**config.mk**
```make
export PLATFORM = sky130hd
export DESIGN_NAME = dram_access_sequencer_flat
export DESIGN_NICKNAME = d
export VERILOG_FILES = /design/src/rtl/dram_access_sequencer_if.sv /design/src/rtl/dram_access_sequencer.sv /design/src/flat_wrapper.sv
export SDC_FILE = /design/constraint.sdc
export NUM_CORES = 1
export LEC_CHECK = 0
export BUFFER_PORTS_ARGS = -buffer_cell sky130_fd_sc_hd__buf_4
export CAP_MARGIN = 20
export CORE_ASPECT_RATIO = 2
export CORE_UTILIZATION = 53
export DETAILED_ROUTE_END_ITERATION = 8
export GPL_TIMING_DRIVEN = 0
export PLACE_DENSITY_LB_ADDON = 0.1
export SYNTH_ARGS = -nofsm -noshare
export SYNTH_HDL_FRONTEND = slang
export SYNTH_SLANG_ARGS = --single-unit
```
**constraint.sdc**
```tcl
create_clock -name clk -period 2.3 [get_ports clk]
set_clock_uncertainty 0.05 [all_clocks]
set_input_delay 0.46 -clock clk [delete_from_list [all_inputs] [get_ports clk]]
set_output_delay 0.46 -clock clk [all_outputs]
set_load 0.05 [all_outputs]
```
**src/rtl/dram_access_sequencer_if.sv**
```systemverilog
// rtl/dram_access_sequencer_if.sv - bus bundle between the DRAM access sequencer and its neighbours
interface dram_access_sequencer_if #(
   parameter int unsigned ADDR_WIDTH = 16,
   parameter int unsigned DATA_WIDTH = 8
) ();
   logic [DATA_WIDTH-1:0] rx_data;
   logic                  rx_valid;
   logic [ADDR_WIDTH-1:0] proc_addr;
   logic [DATA_WIDTH-1:0] proc_wdata;
   logic                  proc_wren;
   logic                  proc_done;
   logic                  enable_processor;
   logic [ADDR_WIDTH-1:0] dram_address;
   logic [DATA_WIDTH-1:0] dram_data;
   logic                  dram_wren;
   logic [DATA_WIDTH-1:0] dram_q;
   logic [DATA_WIDTH-1:0] tx_data;
   logic                  tx_valid;
   logic                  tx_ready;
   logic [1:0]            phase;
   logic                  load_done;

   modport master (
      input  rx_data, rx_valid, proc_addr, proc_wdata, proc_wren, proc_done, dram_q, tx_ready,
      output enable_processor, dram_address, dram_data, dram_wren, tx_data, tx_valid, phase, load_done
   );

   modport slave (
      output rx_data, rx_valid, proc_addr, proc_wdata, proc_wren, proc_done, dram_q, tx_ready,
      input  enable_processor, dram_address, dram_data, dram_wren, tx_data, tx_valid, phase, load_done
   );
endinterface

```
**src/rtl/dram_access_sequencer.sv**
```systemverilog
// rtl/dram_access_sequencer.sv - single-port DRAM owner: UART load, processor run, UART dump
module dram_access_sequencer #(
   parameter int unsigned           ADDR_WIDTH = 16,
   parameter int unsigned           DATA_WIDTH = 8,
   parameter logic [ADDR_WIDTH-1:0] LOAD_LAST  = 16'hFFFF,
   parameter logic [ADDR_WIDTH-1:0] TX_START   = 16'h0000,
   parameter logic [ADDR_WIDTH-1:0] TX_LAST    = 16'h00FF
) (
   input  logic                   clk,
   input  logic                   reset,
   dram_access_sequencer_if.master bus
);
   localparam logic [2:0] S_LOAD     = 3'd0;
   localparam logic [2:0] S_RUN      = 3'd1;
   localparam logic [2:0] S_TX_READ  = 3'd2;
   localparam logic [2:0] S_TX_LATCH = 3'd3;
   localparam logic [2:0] S_TX_SEND  = 3'd4;
   localparam logic [2:0] S_DONE     = 3'd5;

   logic [2:0]            state_q, state_d;
   logic [ADDR_WIDTH-1:0] load_ptr_q, load_ptr_d;
   logic [ADDR_WIDTH-1:0] tx_ptr_q, tx_ptr_d;
   logic [DATA_WIDTH-1:0] tx_data_q, tx_data_d;
   logic                  tx_valid_q, tx_valid_d;
   logic                  en_proc_q, en_proc_d;
   logic                  load_done_q, load_done_d;

   logic [ADDR_WIDTH-1:0] mux_addr;
   logic [DATA_WIDTH-1:0] mux_data;
   logic                  mux_wren;
   logic [1:0]            phase_w;

   always_comb begin
      state_d     = state_q;
      load_ptr_d  = load_ptr_q;
      tx_ptr_d    = tx_ptr_q;
      tx_data_d   = tx_data_q;
      tx_valid_d  = tx_valid_q;
      en_proc_d   = en_proc_q;
      load_done_d = load_done_q;
      case (state_q)
         S_LOAD: begin
            if (bus.rx_valid) begin
               // The final byte lands at LOAD_LAST; the pointer parks there rather than wrapping.
               if (load_ptr_q == LOAD_LAST) begin
                  state_d     = S_RUN;
                  load_done_d = 1'b1;
                  en_proc_d   = 1'b1;
               end else begin
                  load_ptr_d = load_ptr_q + 1'b1;
               end
            end
         end
         S_RUN: begin
            if (bus.proc_done) begin
               state_d   = S_TX_READ;
               en_proc_d = 1'b0;
               tx_ptr_d  = TX_START;
            end
         end
         S_TX_READ: state_d = S_TX_LATCH;
         S_TX_LATCH: begin
            tx_data_d  = bus.dram_q;
            tx_valid_d = 1'b1;
            state_d    = S_TX_SEND;
         end
         S_TX_SEND: begin
            if (tx_valid_q && bus.tx_ready) begin
               tx_valid_d = 1'b0;
               if (tx_ptr_q == TX_LAST) begin
                  state_d = S_DONE;
               end else begin
                  tx_ptr_d = tx_ptr_q + 1'b1;
                  state_d  = S_TX_READ;
               end
            end
         end
         default: ;
      endcase
   end

   always_comb begin
      mux_addr = '0;
      mux_data = '0;
      mux_wren = 1'b0;
      phase_w  = 2'd3;
      case (state_q)
         S_LOAD: begin
            mux_addr = load_ptr_q;
            mux_data = bus.rx_data;
            mux_wren = bus.rx_valid;
            phase_w  = 2'd0;
         end
         S_RUN: begin
            mux_addr = bus.proc_addr;
            mux_data = bus.proc_wdata;
            mux_wren = bus.proc_wren;
            phase_w  = 2'd1;
         end
         S_TX_READ, S_TX_LATCH, S_TX_SEND: begin
            mux_addr = tx_ptr_q;
            phase_w  = 2'd2;
         end
         default: ;
      endcase
   end

   always_ff @(posedge clk or posedge reset) begin
      if (reset) begin
         state_q     <= S_LOAD;
         load_ptr_q  <= '0;
         tx_ptr_q    <= TX_START;
         tx_data_q   <= '0;
         tx_valid_q  <= 1'b0;
         en_proc_q   <= 1'b0;
         load_done_q <= 1'b0;
      end else begin
         state_q     <= state_d;
         load_ptr_q  <= load_ptr_d;
         tx_ptr_q    <= tx_ptr_d;
         tx_data_q   <= tx_data_d;
         tx_valid_q  <= tx_valid_d;
         en_proc_q   <= en_proc_d;
         load_done_q <= load_done_d;
      end
   end

   // Write enable is masked during reset so a strobe racing the reset cannot corrupt DRAM.
   assign bus.dram_address     = mux_addr;
   assign bus.dram_data        = mux_data;
   assign bus.dram_wren        = mux_wren & ~reset;
   assign bus.enable_processor = en_proc_q;
   assign bus.tx_data          = tx_data_q;
   assign bus.tx_valid         = tx_valid_q;
   assign bus.phase            = phase_w;
   assign bus.load_done        = load_done_q;
endmodule

```
**src/flat_wrapper.sv**
```systemverilog
// flat-port wrapper written by rule: the top's interface ports become plain ports
module dram_access_sequencer_flat 
#(
   parameter int unsigned           ADDR_WIDTH = 16,
   parameter int unsigned           DATA_WIDTH = 8,
   parameter logic [ADDR_WIDTH-1:0] LOAD_LAST  = 16'hFFFF,
   parameter logic [ADDR_WIDTH-1:0] TX_START   = 16'h0000,
   parameter logic [ADDR_WIDTH-1:0] TX_LAST    = 16'h00FF
)
  (clk, reset, bus_rx_data, bus_rx_valid, bus_proc_addr, bus_proc_wdata, bus_proc_wren, bus_proc_done, bus_dram_q, bus_tx_ready, bus_enable_processor, bus_dram_address, bus_dram_data, bus_dram_wren, bus_tx_data, bus_tx_valid, bus_phase, bus_load_done);
  dram_access_sequencer_if #(.ADDR_WIDTH(ADDR_WIDTH), .DATA_WIDTH(DATA_WIDTH)) bus_i ();
  input  logic clk;
  input  logic reset;
  input wire logic [$bits(bus_i.rx_data)-1:0] bus_rx_data;
  input wire logic [$bits(bus_i.rx_valid)-1:0] bus_rx_valid;
  input wire logic [$bits(bus_i.proc_addr)-1:0] bus_proc_addr;
  input wire logic [$bits(bus_i.proc_wdata)-1:0] bus_proc_wdata;
  input wire logic [$bits(bus_i.proc_wren)-1:0] bus_proc_wren;
  input wire logic [$bits(bus_i.proc_done)-1:0] bus_proc_done;
  input wire logic [$bits(bus_i.dram_q)-1:0] bus_dram_q;
  input wire logic [$bits(bus_i.tx_ready)-1:0] bus_tx_ready;
  output wire logic [$bits(bus_i.enable_processor)-1:0] bus_enable_processor;
  output wire logic [$bits(bus_i.dram_address)-1:0] bus_dram_address;
  output wire logic [$bits(bus_i.dram_data)-1:0] bus_dram_data;
  output wire logic [$bits(bus_i.dram_wren)-1:0] bus_dram_wren;
  output wire logic [$bits(bus_i.tx_data)-1:0] bus_tx_data;
  output wire logic [$bits(bus_i.tx_valid)-1:0] bus_tx_valid;
  output wire logic [$bits(bus_i.phase)-1:0] bus_phase;
  output wire logic [$bits(bus_i.load_done)-1:0] bus_load_done;
  assign bus_i.rx_data = bus_rx_data;
  assign bus_i.rx_valid = bus_rx_valid;
  assign bus_i.proc_addr = bus_proc_addr;
  assign bus_i.proc_wdata = bus_proc_wdata;
  assign bus_i.proc_wren = bus_proc_wren;
  assign bus_i.proc_done = bus_proc_done;
  assign bus_i.dram_q = bus_dram_q;
  assign bus_i.tx_ready = bus_tx_ready;
  assign bus_enable_processor = bus_i.enable_processor;
  assign bus_dram_address = bus_i.dram_address;
  assign bus_dram_data = bus_i.dram_data;
  assign bus_dram_wren = bus_i.dram_wren;
  assign bus_tx_data = bus_i.tx_data;
  assign bus_tx_valid = bus_i.tx_valid;
  assign bus_phase = bus_i.phase;
  assign bus_load_done = bus_i.load_done;
  dram_access_sequencer #(.ADDR_WIDTH(ADDR_WIDTH), .DATA_WIDTH(DATA_WIDTH), .LOAD_LAST(LOAD_LAST), .TX_START(TX_START), .TX_LAST(TX_LAST)) u_core (.clk(clk), .reset(reset), .bus(bus_i));
endmodule
```
## After elaboration in Yosys (flattened, before gate mapping)

Index checks and enable logic that the tools add are counted.

| cells by class | value |
|---|---|
| add/subtract/negate cells | 2 |
| $mul | 0 |
| divide/modulo/power cells | 0 |
| $lt $le $gt $ge | 0 |
| equality and inequality tests | 11 |
| shift-type cells | 0 |
| muxes and demuxes | 20 |
| bitwise gates (word level) | 3 |
| reduce and logical (&&, ||, !) cells | 13 |

Operator list:

| kind | count |
|---|---|
| $mux W16 | 3 |
| $pmux W16 S3 | 1 |
| $add A16 B1 Y16 const B | 2 |
| $pmux W16 S2 | 1 |
| $eq A16 B16 Y1 const B | 1 |
| $eq A16 B8 Y1 const B | 1 |
| $pmux W8 S2 | 1 |
| $mux W3 | 5 |
| $pmux W3 S5 | 1 |
| $reduce_and A4 Y1 | 2 |
| $eq A3 B2 Y1 const B | 2 |
| $ne A2 B2 Y1 const B | 3 |
| $pmux W1 S2 | 3 |
| $pmux W2 S3 | 1 |
| $reduce_and A3 Y1 | 2 |
| $reduce_bool A2 Y1 | 3 |
| $reduce_and A5 Y1 | 1 |
| $reduce_bool A5 Y1 | 1 |
| $mux W1 | 4 |
| $ne A2 B1 Y1 const B | 2 |
| $eq A3 B1 Y1 const B | 1 |
| $eq A3 B3 Y1 const B | 1 |
| $logic_not A3 Y1 | 1 |
| $reduce_or A3 Y1 | 1 |
| 4 further kinds | 5 |

| storage, ports and cells | value |
|---|---|
| register bits | 46 |
| latch bits | 0 |
| bits in writable memories | 0 |
| memory bits (read-only) | 0 |
| input bits | 46 |
| output and inout port bits | 38 |
| memories kept | 0 |

## Depth between registers and ports, before layout

Gate-level depths: netlist of the first run.

| depth | value |
|---|---|
| depth after elaboration | 4 |
| gate-level depth with buffers | 6 |
| mapped depth without buffers | 5 |

## Worst setup path before layout of the first run

Ideal clock, no wire load.

| path | value |
|---|---|
| path kind | register to output |
| start | register u_core.state_q[1] |
| end | output port bus_dram_wren |
| arrival time | 2368 ps |
| path slack | -578 ps |
| stages on the path, launching flop included | 6 |
| cell sequence | dfrtp_1 -> buf_4 -> nor2_2 -> inv_1 -> clkbuf_1 -> nor3_1 |

| between the ends | value |
|---|---|
| word-level cells in the longest chain between the ends | 3 |
| elaborated cells between the ends (all ways) | 4 |
| classes of those cells | 1 x eq/ne; 1 x mux; 1 x bitwise; 1 x reduce/logical |

RTL lines:

| what | line | RTL |
|---|---|---|
| from (decl) | dram_access_sequencer.sv:20 | `logic [2:0] state_q, state_d;` |
| from (signal assigned) | dram_access_sequencer.sv:118 | `state_q <= state_d;` |
| $eq A3 B1 Y1 or $logic_not A3 Y1 (tied branches) | dram_access_sequencer.sv:87 | `case (state_q)` |
| $pmux W1 S2 (*) | dram_access_sequencer.sv:87 |  |
| $and A1 B1 Y1 (*) | dram_access_sequencer.sv:131 | `assign bus.dram_wren = mux_wren & ~reset;` |
| to (decl) | flat_wrapper.sv:25 | `output wire logic [$bits(bus_i.dram_wren)-1:0] bus_dram_wren;` |

Every way passes the cells marked *; elsewhere a longest branch is shown, timed or not.

## Worst setup path in the final report of the first run

| path | value |
|---|---|
| start | register u_core.state_q[1] |
| end | output port bus_dram_address[5] |

| between the ends | value |
|---|---|
| word-level cells in the longest chain between the ends | 3 |
| elaborated cells between the ends (all ways) | 7 |
| classes of those cells | 4 x eq/ne; 1 x mux; 2 x reduce/logical |

RTL lines:

| what | line | RTL |
|---|---|---|
| $eq A3 B2 Y1 or $eq A3 B3 Y1 (tied branches) | dram_access_sequencer.sv:87 |  |
| $reduce_or A3 Y1 | dram_access_sequencer.sv:87 |  |
| $pmux W16 S3 (*) | dram_access_sequencer.sv:87 |  |
| to (decl) | flat_wrapper.sv:23 | `output wire logic [$bits(bus_i.dram_address)-1:0] bus_dram_address;` |

Marked as above.

==> results of run 1 <==
metal layers:
metal  routed length, µm  global-route usage
met1                3057              0.3019
met2                5030              0.5955
met3                 353             0.04426
met4                 253              0.1482
met5                   0                   0
worst max-delay path by stage:
| stage | cells after the start | to | slack, ns | start |
|---|---|---|---|---|
| floorplan | 5 | bus_dram_data[0] | -0.17 | u_core.state_q[1] |
| global placement | 2 | u_core.tx_ptr_q[4] | 0.008 | reset |
| detailed placement | 7 | bus_dram_address[14] | 0.0003 | u_core.state_q[0] |
| CTS | 7 | bus_dram_address[14] | 0.003 | u_core.state_q[1] |
| global route | 7 | bus_dram_address[14] | 0.002 | u_core.state_q[0] |
| finish | 7 | bus_dram_address[5] | 0.07 | u_core.state_q[1] |
cells in the mapped netlist (all sizes together) (3+ instances only):
cell type  count
a21boi         3
a21oi          7
a221o          8
a31oi          5
and3           5
and4           5
buf           17
clkbuf         3
dfrtp         46
inv            8
mux2          10
mux2i         25
nand2         31
nand2b         4
nand3         13
nand4         11
nor2          23
nor3          20
nor4           8
nor4b          3
o211ai         3
o21ai         25
xor2          14
cell type report:
class                           instances  area [µm²]  share of cell area
Clock buffer                            6       82.58             0.02055
Sequential cell                        46        1152              0.2867
Inverter                                8       30.03            0.007472
Timing Repair Buffer                   86       688.2              0.1712
Clock inverter                          2       60.06             0.01494
Buffer                                 20       172.7             0.04296
Tap cell                               60       75.07             0.01868
Multi-Input combinational cell        242        1758              0.4374
power by group through the flow:
stage | logic (W) | registers [W] | clock network [W]
after floorplan | 0.0000326 | 0.000868 | 0
after global placement | 0.000139 | 0.000844 | 0
after detailed placement | 0.000147 | 0.000845 | 0
after CTS | 0.000148 | 0.000829 | 0.000768
after global routing | 0.000156 | 0.000831 | 0.000788
final | 0.000146 | 0.000829 | 0.000764
timing repair:
action / in CTS / in global routing
resized for setup: 20 / 20
setup buffers: 2 / 0
gates cloned: 0 / 0
pin swaps: 1 / 2
setup endpoints to repair: 25 / 24
critical path, cell delays in order, from the launching register on:
cell and delay (ns):
sky130_fd_sc_hd__dfrtp_1 0.38, sky130_fd_sc_hd__buf_6 0.15, sky130_fd_sc_hd__nor2b_4 0.15, sky130_fd_sc_hd__or2_4 0.26, sky130_fd_sc_hd__buf_6 0.14, sky130_fd_sc_hd__nand2_1 0.09
sky130_fd_sc_hd__o21ai_2 0.07, sky130_fd_sc_hd__buf_6 0.16
cells by family (layout without fill, tap and decap cells):
logic type | Yosys count | count (layout) | synth area share
xor gates and xnor gates | 14 | 14 | 0.04082
adders and majority gates | 2 | 2 | 0.008329
DFF | 46 | 46 | 0.3832
muxes | 35 | 35 | 0.1208
AOI/OAI and AO/OA | 61 | 61 | 0.1379
and+or+nand+nor | 130 | 130 | 0.2561
buffers and inverters | 28 | 122 | 0.05289
flip-flops by register name, summed over array words and instances, names as in the netlist:
| signal | count |
|---|---|
| u_core.state_q | 3 |
| u_core.bus.tx_data | 8 |
| u_core.bus.tx_valid | 1 |
| u_core.load_ptr_q | 16 |
| u_core.bus.enable_processor | 1 |
| u_core.tx_ptr_q | 16 |
| u_core.bus.load_done | 1 |
metrics by stage:
| step | setup WS, ns | total power, W | cells |
|---|---|---|---|
| floorplan | -0.1653 | 0.0009011 | 316 |
| global placement | 0.008215 | 0.0009836 | 459 |
| detailed placement | 0.0003458 | 0.0009921 | 460 |
| CTS | 0.003309 | 0.001745 | 470 |
| global route | 0.001747 | 0.001775 | 470 |
| finish | 0.07077 | 0.001739 | 470 |
==> flow_results.xml, run 1 <==
<?xml version="1.0" encoding="UTF-8"?>
<metrics>
  <group name="cts">
    <metric name="cts_root_buffer" unit="">sky130_fd_sc_hd__clkbuf_8</metric>
    <metric name="hold_buffers" unit="">0</metric>
    <metric name="number_of_buffers_on_the_longest_clock_path" unit="">2</metric>
    <metric name="h-tree-depth" unit="">2</metric>
    <metric name="cts_num_sinks" unit="">46</metric>
    <metric name="tritoncts" unit="">yes</metric>
    <metric name="clk_latency" unit="ns">0.32</metric>
    <metric name="cts-buffers-inserted" unit="">5</metric>
    <metric name="cts.reportedPaths.clkPinSlew" unit="ns">0.09</metric>
  </group>
  <group name="pwr">
    <metric name="cell_int_power" unit="W">0.001358</metric>
    <metric name="pwr-share-seq" unit="">0.477</metric>
    <metric name="power.combinational.fraction" unit="">0.084</metric>
    <metric name="switchingPower" unit="W">0.0003817</metric>
    <metric name="powerDensity" unit="nW/µm²">432.8</metric>
    <metric name="power.switching_fraction" unit="">0.2195</metric>
    <metric name="vdd_drop_max" unit="µV">519.3</metric>
    <metric name="p_leak" unit="nW">1.847</metric>
    <metric name="share_clk_of_total_power" unit="">0.439</metric>
  </group>
  <group name="sta">
    <metric name="max_clock_freq" unit="MHz">448.6</metric>
    <metric name="post-route-period-util" unit="">0.9692</metric>
    <metric name="rsz0062_at_grt" unit="">no</metric>
    <metric name="setup_viol" unit="">0</metric>
    <metric name="worst_max_slew_margin_expressed_relative_to_the_limit" unit="">0.7058</metric>
    <metric name="timing.setup.tns" unit="ns">0</metric>
    <metric name="worst_pin_slew" unit="ns">0.4412</metric>
    <metric name="holdWs" unit="ns">0.09604</metric>
    <metric name="hold_viol" unit="">0</metric>
    <metric name="final_report_max_slew_violation_count" unit="">0</metric>
    <metric name="final.min_clock_period" unit="ns">2.229</metric>
  </group>
  <group name="finish">
    <metric name="antenna-diode-count" unit="">0</metric>
    <metric name="most-common-layout-cells" unit="">sky130_fd_sc_hd__buf_4, sky130_fd_sc_hd__dfrtp_1, sky130_fd_sc_hd__nand2_1</metric>
    <metric name="layout.cells.most_common" unit="">sky130_fd_sc_hd__buf_4</metric>
    <metric name="final.fill_count" unit="">411</metric>
    <metric name="finish.instance_area" unit="µm²">4019</metric>
    <metric name="final_util" unit="">0.7415</metric>
    <metric name="area.growth.synth_to_final" unit="%">33.78</metric>
    <metric name="post_route_cells_drive_above_1_share" unit="">0.3805</metric>
    <metric name="num-nets-final" unit="">457</metric>
  </group>
  <group name="floorplan">
    <metric name="chipWidth" unit="µm">55.24</metric>
    <metric name="die_y" unit="µm">108.5</metric>
    <metric name="start_util" unit="">0.5542</metric>
    <metric name="coreArea" unit="µm²">5420</metric>
    <metric name="die_area" unit="µm²">5991</metric>
    <metric name="io_pins" unit="">84</metric>
    <metric name="core.rowCount" unit="">38</metric>
  </group>
  <group name="grt">
    <metric name="globalRouteOverflowTotal" unit="">0</metric>
    <metric name="grt_antenna_before_repair" unit="">0</metric>
    <metric name="grt_util_all_layers" unit="">0.3034</metric>
    <metric name="grt_first_pass_wirelength" unit="mm">14.05</metric>
    <metric name="vias_in_the_first_global_route" unit="">2879</metric>
    <metric name="pin_count_of_the_biggest_net_entering_global_routing" unit="">30</metric>
  </group>
  <group name="yosys">
    <metric name="synthCells" unit="">316</metric>
    <metric name="post-synth-top-area-fraction" unit="">0.3832</metric>
    <metric name="synth_cell_type_count" unit="">55</metric>
    <metric name="netlist_top_cells_area" unit="">sky130_fd_sc_hd__dfrtp_1, sky130_fd_sc_hd__mux2i_1, sky130_fd_sc_hd__xor2_1</metric>
    <metric name="yosysSeqAreaShare" unit="">0.3832</metric>
    <metric name="synth_enable_flop_cells" unit="">0</metric>
    <metric name="postSynthRegisterBits" unit="">46</metric>
    <metric name="syn_nets" unit="">364</metric>
    <metric name="synth_largest_area_cell" unit="">sky130_fd_sc_hd__dfrtp_1</metric>
    <metric name="synthesis.yosys.warnings" unit="">0</metric>
    <metric name="ys_dominant_reg_cell" unit="">sky130_fd_sc_hd__dfrtp_1</metric>
    <metric name="syn_avg_cell_area" unit="µm²">9.507</metric>
    <metric name="synth.cell_area" unit="µm²">3004</metric>
    <metric name="async_reset_ff_frac" unit="">1.000</metric>
  </group>
  <group name="routing">
    <metric name="antenna_violating_nets_post_route" unit="">0</metric>
    <metric name="avgRoutedWirePerCell" unit="µm">18.50</metric>
    <metric name="detailedRoute.firstIterationViolations" unit="">116</metric>
    <metric name="routed-via-count" unit="">2875</metric>
    <metric name="route.detailed.drc" unit="">0</metric>
    <metric name="drtPass1Iterations" unit="">4</metric>
    <metric name="wirelength" unit="mm">8.694</metric>
    <metric name="vias_per_cell" unit="">6.117</metric>
  </group>
  <group name="placed_design">
    <metric name="buffer_ports.inserted" unit="">83</metric>
    <metric name="place_hpwl" unit="mm">6.606</metric>
    <metric name="post_dp_cell_area" unit="µm²">3739</metric>
    <metric name="gpl.final_weighted_congestion" unit="">0.8928</metric>
  </group>
  <group name="min_path">
    <metric name="holdCritPathClass" unit="">input pin to async pin</metric>
  </group>
  <group name="job">
    <metric name="maxCapViolations" unit="">0</metric>
  </group>
  <group name="critical_path">
    <metric name="classification_of_the_worst_setup_path" unit="">flop to output port</metric>
    <metric name="required" unit="ns">1.79</metric>
    <metric name="worstSetupStartpointType" unit="">flop</metric>
    <metric name="rrSetupSlack" unit="ns">0.31</metric>
    <metric name="reg2reg_depth" unit="">6</metric>
    <metric name="reg2reg_to" unit="">u_core.tx_ptr_q[11]</metric>
    <metric name="worst_ep_arrival_time" unit="ns">1.72</metric>
    <metric name="setup.worst_path.end_class" unit="">output port</metric>
    <metric name="critical_path.max_fanout" unit="">10</metric>
    <metric name="rr_startpoint" unit="">u_core.tx_ptr_q[0]</metric>
  </group>
  <group name="status">
    <metric name="run_status" unit="">complete, no violations</metric>
  </group>
</metrics>
(Power assumes the default switching activity.)
==> inputs of run 2 (changes only) <==
Settings changed: ABC_AREA set to 1.
==> run 2 against run 1 <==
Compared with the run above: the run now ends with setup timing left; clock power down 19%; die area is 1.0% higher; flip-flop and latch count unchanged; total power grew to 3.1 times the previous value; critical endpoint is now bus_dram_address[13]; largest cell class unchanged; highest routed layer unchanged.
==> flow_results.xml, run 2 <==
<?xml version="1.0" encoding="UTF-8"?>
<metrics>
  <group name="cts">
    <metric name="cts_root_buffer" unit="">sky130_fd_sc_hd__clkbuf_8</metric>
    <metric name="tritoncts" unit="">yes</metric>
    <metric name="number_of_buffers_on_the_longest_clock_path" unit="">2</metric>
    <metric name="cts.reportedPaths.clkPinSlew" unit="ns">0.09</metric>
    <metric name="cts_num_sinks" unit="">46</metric>
    <metric name="h-tree-depth" unit="">2</metric>
    <metric name="clk_latency" unit="ns">0.31</metric>
    <metric name="hold_buffers" unit="">0</metric>
    <metric name="cts-buffers-inserted" unit="">5</metric>
  </group>
  <group name="finish">
    <metric name="num-nets-final" unit="">585</metric>
    <metric name="most-common-layout-cells" unit="">sky130_fd_sc_hd__nand2_1, sky130_fd_sc_hd__buf_4, sky130_fd_sc_hd__nor2_1</metric>
    <metric name="area.growth.synth_to_final" unit="%">37.26</metric>
    <metric name="post_route_cells_drive_above_1_share" unit="">0.2937</metric>
    <metric name="layout.cells.most_common" unit="">sky130_fd_sc_hd__nand2_1</metric>
    <metric name="final.fill_count" unit="">420</metric>
    <metric name="final_util" unit="">0.7620</metric>
    <metric name="antenna-diode-count" unit="">0</metric>
  </group>
  <group name="yosys">
    <metric name="synthCells" unit="">430</metric>
    <metric name="synth_largest_area_cell" unit="">sky130_fd_sc_hd__dfrtp_1</metric>
    <metric name="postSynthRegisterBits" unit="">46</metric>
    <metric name="post-synth-top-area-fraction" unit="">0.3792</metric>
    <metric name="syn_avg_cell_area" unit="µm²">7.059</metric>
    <metric name="synthesis.yosys.warnings" unit="">0</metric>
    <metric name="syn_nets" unit="">478</metric>
    <metric name="synth_enable_flop_cells" unit="">0</metric>
    <metric name="yosysSeqAreaShare" unit="">0.3792</metric>
    <metric name="netlist_top_cells_count" unit="">sky130_fd_sc_hd__nand2_1, sky130_fd_sc_hd__nor2_1, sky130_fd_sc_hd__dfrtp_1</metric>
    <metric name="netlist_top_cells_area" unit="">sky130_fd_sc_hd__dfrtp_1, sky130_fd_sc_hd__nand2_1, sky130_fd_sc_hd__nor2_1</metric>
    <metric name="ys_dominant_reg_cell" unit="">sky130_fd_sc_hd__dfrtp_1</metric>
    <metric name="yosys.cell_count.top_type" unit="">sky130_fd_sc_hd__nand2_1</metric>
    <metric name="synth_cell_type_count" unit="">33</metric>
    <metric name="async_reset_ff_frac" unit="">1.000</metric>
    <metric name="synth.cell_area" unit="µm²">3035</metric>
  </group>
  <group name="sta">
    <metric name="rsz0062_at_grt" unit="">yes</metric>
    <metric name="max_clock_freq" unit="MHz">425.2</metric>
    <metric name="worst_max_slew_margin_expressed_relative_to_the_limit" unit="">0.5741</metric>
    <metric name="setup_viol" unit="">3</metric>
    <metric name="hold_viol" unit="">0</metric>
    <metric name="final.min_clock_period" unit="ns">2.352</metric>
    <metric name="post-route-period-util" unit="">1.023</metric>
    <metric name="postLayoutSetupSlackWorst" unit="ns">-0.05197</metric>
    <metric name="worst_pin_slew" unit="ns">0.6340</metric>
    <metric name="final_report_max_slew_violation_count" unit="">0</metric>
  </group>
  <group name="floorplan">
    <metric name="core.rowCount" unit="">38</metric>
    <metric name="coreArea" unit="µm²">5468</metric>
    <metric name="start_util" unit="">0.5551</metric>
    <metric name="die_area" unit="µm²">6052</metric>
    <metric name="io_pins" unit="">84</metric>
    <metric name="chipWidth" unit="µm">55.51</metric>
    <metric name="die_y" unit="µm">109.0</metric>
  </group>
  <group name="grt">
    <metric name="grt_antenna_before_repair" unit="">0</metric>
    <metric name="globalRouteOverflowTotal" unit="">0</metric>
    <metric name="grt_first_pass_wirelength" unit="mm">14.88</metric>
    <metric name="vias_in_the_first_global_route" unit="">3236</metric>
    <metric name="pin_count_of_the_biggest_net_entering_global_routing" unit="">26</metric>
    <metric name="grt_util_all_layers" unit="">0.3164</metric>
  </group>
  <group name="placed_design">
    <metric name="gpl.final_weighted_congestion" unit="">0.9036</metric>
    <metric name="pre_cts_setup_slack" unit="ns">-0.1049</metric>
    <metric name="place_hpwl" unit="mm">6.888</metric>
    <metric name="buffer_ports.inserted" unit="">83</metric>
  </group>
  <group name="pwr">
    <metric name="vdd_drop_max" unit="µV">1459</metric>
    <metric name="powerDensity" unit="nW/µm²">1313</metric>
    <metric name="p_leak" unit="nW">2.022</metric>
    <metric name="finalPower" unit="W">0.005472</metric>
  </group>
  <group name="routing">
    <metric name="vias_per_cell" unit="">5.579</metric>
    <metric name="routed-via-count" unit="">3336</metric>
    <metric name="avgRoutedWirePerCell" unit="µm">16.19</metric>
    <metric name="drtPass1Iterations" unit="">5</metric>
    <metric name="route.detailed.drc" unit="">0</metric>
    <metric name="wirelength" unit="mm">9.681</metric>
    <metric name="detailedRoute.firstIterationViolations" unit="">161</metric>
    <metric name="antenna_violating_nets_post_route" unit="">0</metric>
  </group>
  <group name="critical_path">
    <metric name="critical-path-top-delay-family" unit="">buffers and inverters</metric>
    <metric name="worstSetupStartpointType" unit="">flop</metric>
    <metric name="critical_path.max_fanout" unit="">5</metric>
    <metric name="classification_of_the_worst_setup_path" unit="">flop to output port</metric>
    <metric name="worst_ep_arrival_time" unit="ns">1.84</metric>
    <metric name="slowest_delay" unit="ns">0.45</metric>
    <metric name="crit_top_cell" unit="">sky130_fd_sc_hd__nor2_4</metric>
    <metric name="worstPathBufferInverterCount" unit="">4</metric>
    <metric name="cp_slowest_cell" unit="">sky130_fd_sc_hd__dfrtp_2</metric>
    <metric name="worstPathCellList" unit="">nor2_4 -&gt; inv_2 -&gt; nor2_4 -&gt; inv_4 -&gt; nand2_4 -&gt; buf_6 -&gt; nand2_2 -&gt; o211ai_1 -&gt; buf_4</metric>
    <metric name="setup.worst_path.end_class" unit="">output port</metric>
    <metric name="required" unit="ns">1.79</metric>
  </group>
  <group name="status">
    <metric name="run_status" unit="">finished with violations</metric>
    <metric name="failed_checks" unit="">setup timing</metric>
  </group>
  <group name="min_path">
    <metric name="holdCritPathClass" unit="">input pin to async pin</metric>
  </group>
  <group name="job">
    <metric name="maxCapViolations" unit="">0</metric>
  </group>
</metrics>
run 2: cell types whose count changed after synthesis, moves of 5 or more:
cell,before,now
sky130_fd_sc_hd__buf_2,10,2
sky130_fd_sc_hd__a22o_1,0,8
sky130_fd_sc_hd__a221o_1,8,0
sky130_fd_sc_hd__inv_2,0,5
sky130_fd_sc_hd__nand2_1,30,147
sky130_fd_sc_hd__nor4_1,7,0
sky130_fd_sc_hd__nor3_1,17,2
sky130_fd_sc_hd__a22oi_1,0,7
sky130_fd_sc_hd__nor2_1,21,53
sky130_fd_sc_hd__and4_1,5,0
sky130_fd_sc_hd__mux2i_1,25,0
sky130_fd_sc_hd__nand3_1,12,22
sky130_fd_sc_hd__o211ai_1,3,9
sky130_fd_sc_hd__inv_1,8,39
run 2: cell families after synthesis:
kind of cell               synth area share
xor gates and xnor gates            0.04328
adders and majority gates          0.008243
and+or+nand+nor                      0.3347
DFF                                  0.3792
AOI/OAI and AO/OA                    0.1319
muxes                               0.02968
buffers and inverters               0.07296
run 2: metrics by stage:
stage	TNS (ns)	hold slack [ns]	area, µm²	instances
floorplan	-0.7972	0.4325	3042	430
global placement	-0.4302	0.3952	3740	573
detailed placement	-0.6452	0.3996	3760	574
CTS	-0.04314	0.1540	3991	589
global route	-0.9135	0.1855	4167	598
finish	-0.05277	0.1367	4167	598
run 2: worst reg2reg max path, cell delays in order, from the launching register on:
cell	delay, ns
sky130_fd_sc_hd__dfrtp_1	0.48
sky130_fd_sc_hd__ha_1	0.27
sky130_fd_sc_hd__inv_1	0.07
sky130_fd_sc_hd__nor2_2	0.24
sky130_fd_sc_hd__nand2_1	0.18
sky130_fd_sc_hd__o21ai_1	0.40
sky130_fd_sc_hd__nor2_1	0.15
sky130_fd_sc_hd__xor2_1	0.17
run 2: timing repair:
action                     4_1_cts  5_1_grt
setup endpoints to repair       25       25
pin swaps                        5        9
gates cloned                     1        1
buffers inserted                 6        8
resized for setup               28       31
run 2: path summary, 6_finish.rpt:
| kind | end | depth (start not counted) | start | slack (ns) |
|---|---|---|---|---|
| worst max-delay path | bus_dram_address[13] | 9 | u_core.state_q[0] | -0.05 |
| worst min-delay path | u_core.bus.load_done | 2 | reset | 0.14 |
| worst max register to register | u_core.load_ptr_q[11] | 7 | u_core.load_ptr_q[0] | 0.17 |
| worst min register to register | u_core.bus.load_done | 1 | u_core.bus.load_done | 0.42 |
| max in group asynchronous | u_core.tx_ptr_q[7] | 3 | reset | 1.55 |
| min in group clk | u_core.bus.tx_data[0] | 2 | bus_dram_q[0] | 0.32 |
run 2: final cells by class:
type / count / area (µm²) / area share
Sequential cell: 46 / 1155 / 0.2772
Multi-Input combinational cell: 331 / 1725 / 0.4141
Inverter: 44 / 167.7 / 0.04024
Clock buffer: 6 / 72.57 / 0.01742
Clock inverter: 2 / 37.54 / 0.009009
Tap cell: 60 / 75.07 / 0.01802
Timing Repair Buffer: 100 / 837.1 / 0.2009
Buffer: 9 / 96.34 / 0.02312
run 2: routing by layer:
metal  track usage  routed length (µm)  up-vias
li1              -                   -     1609
met1        0.3257                3478     1594
met2        0.6076                5443      104
met3       0.03559                 332       29
met4        0.1768                 428        0
met5             0                   0        -
run 2: where the power goes:
part / leakage [nW] / switching, W / internal, W
logic: 1.37 / 0.00237 / 0.00130
clock network: 0.0514 / 0.000295 / 0.000325
registers: 0.600 / 0.000177 / 0.00100
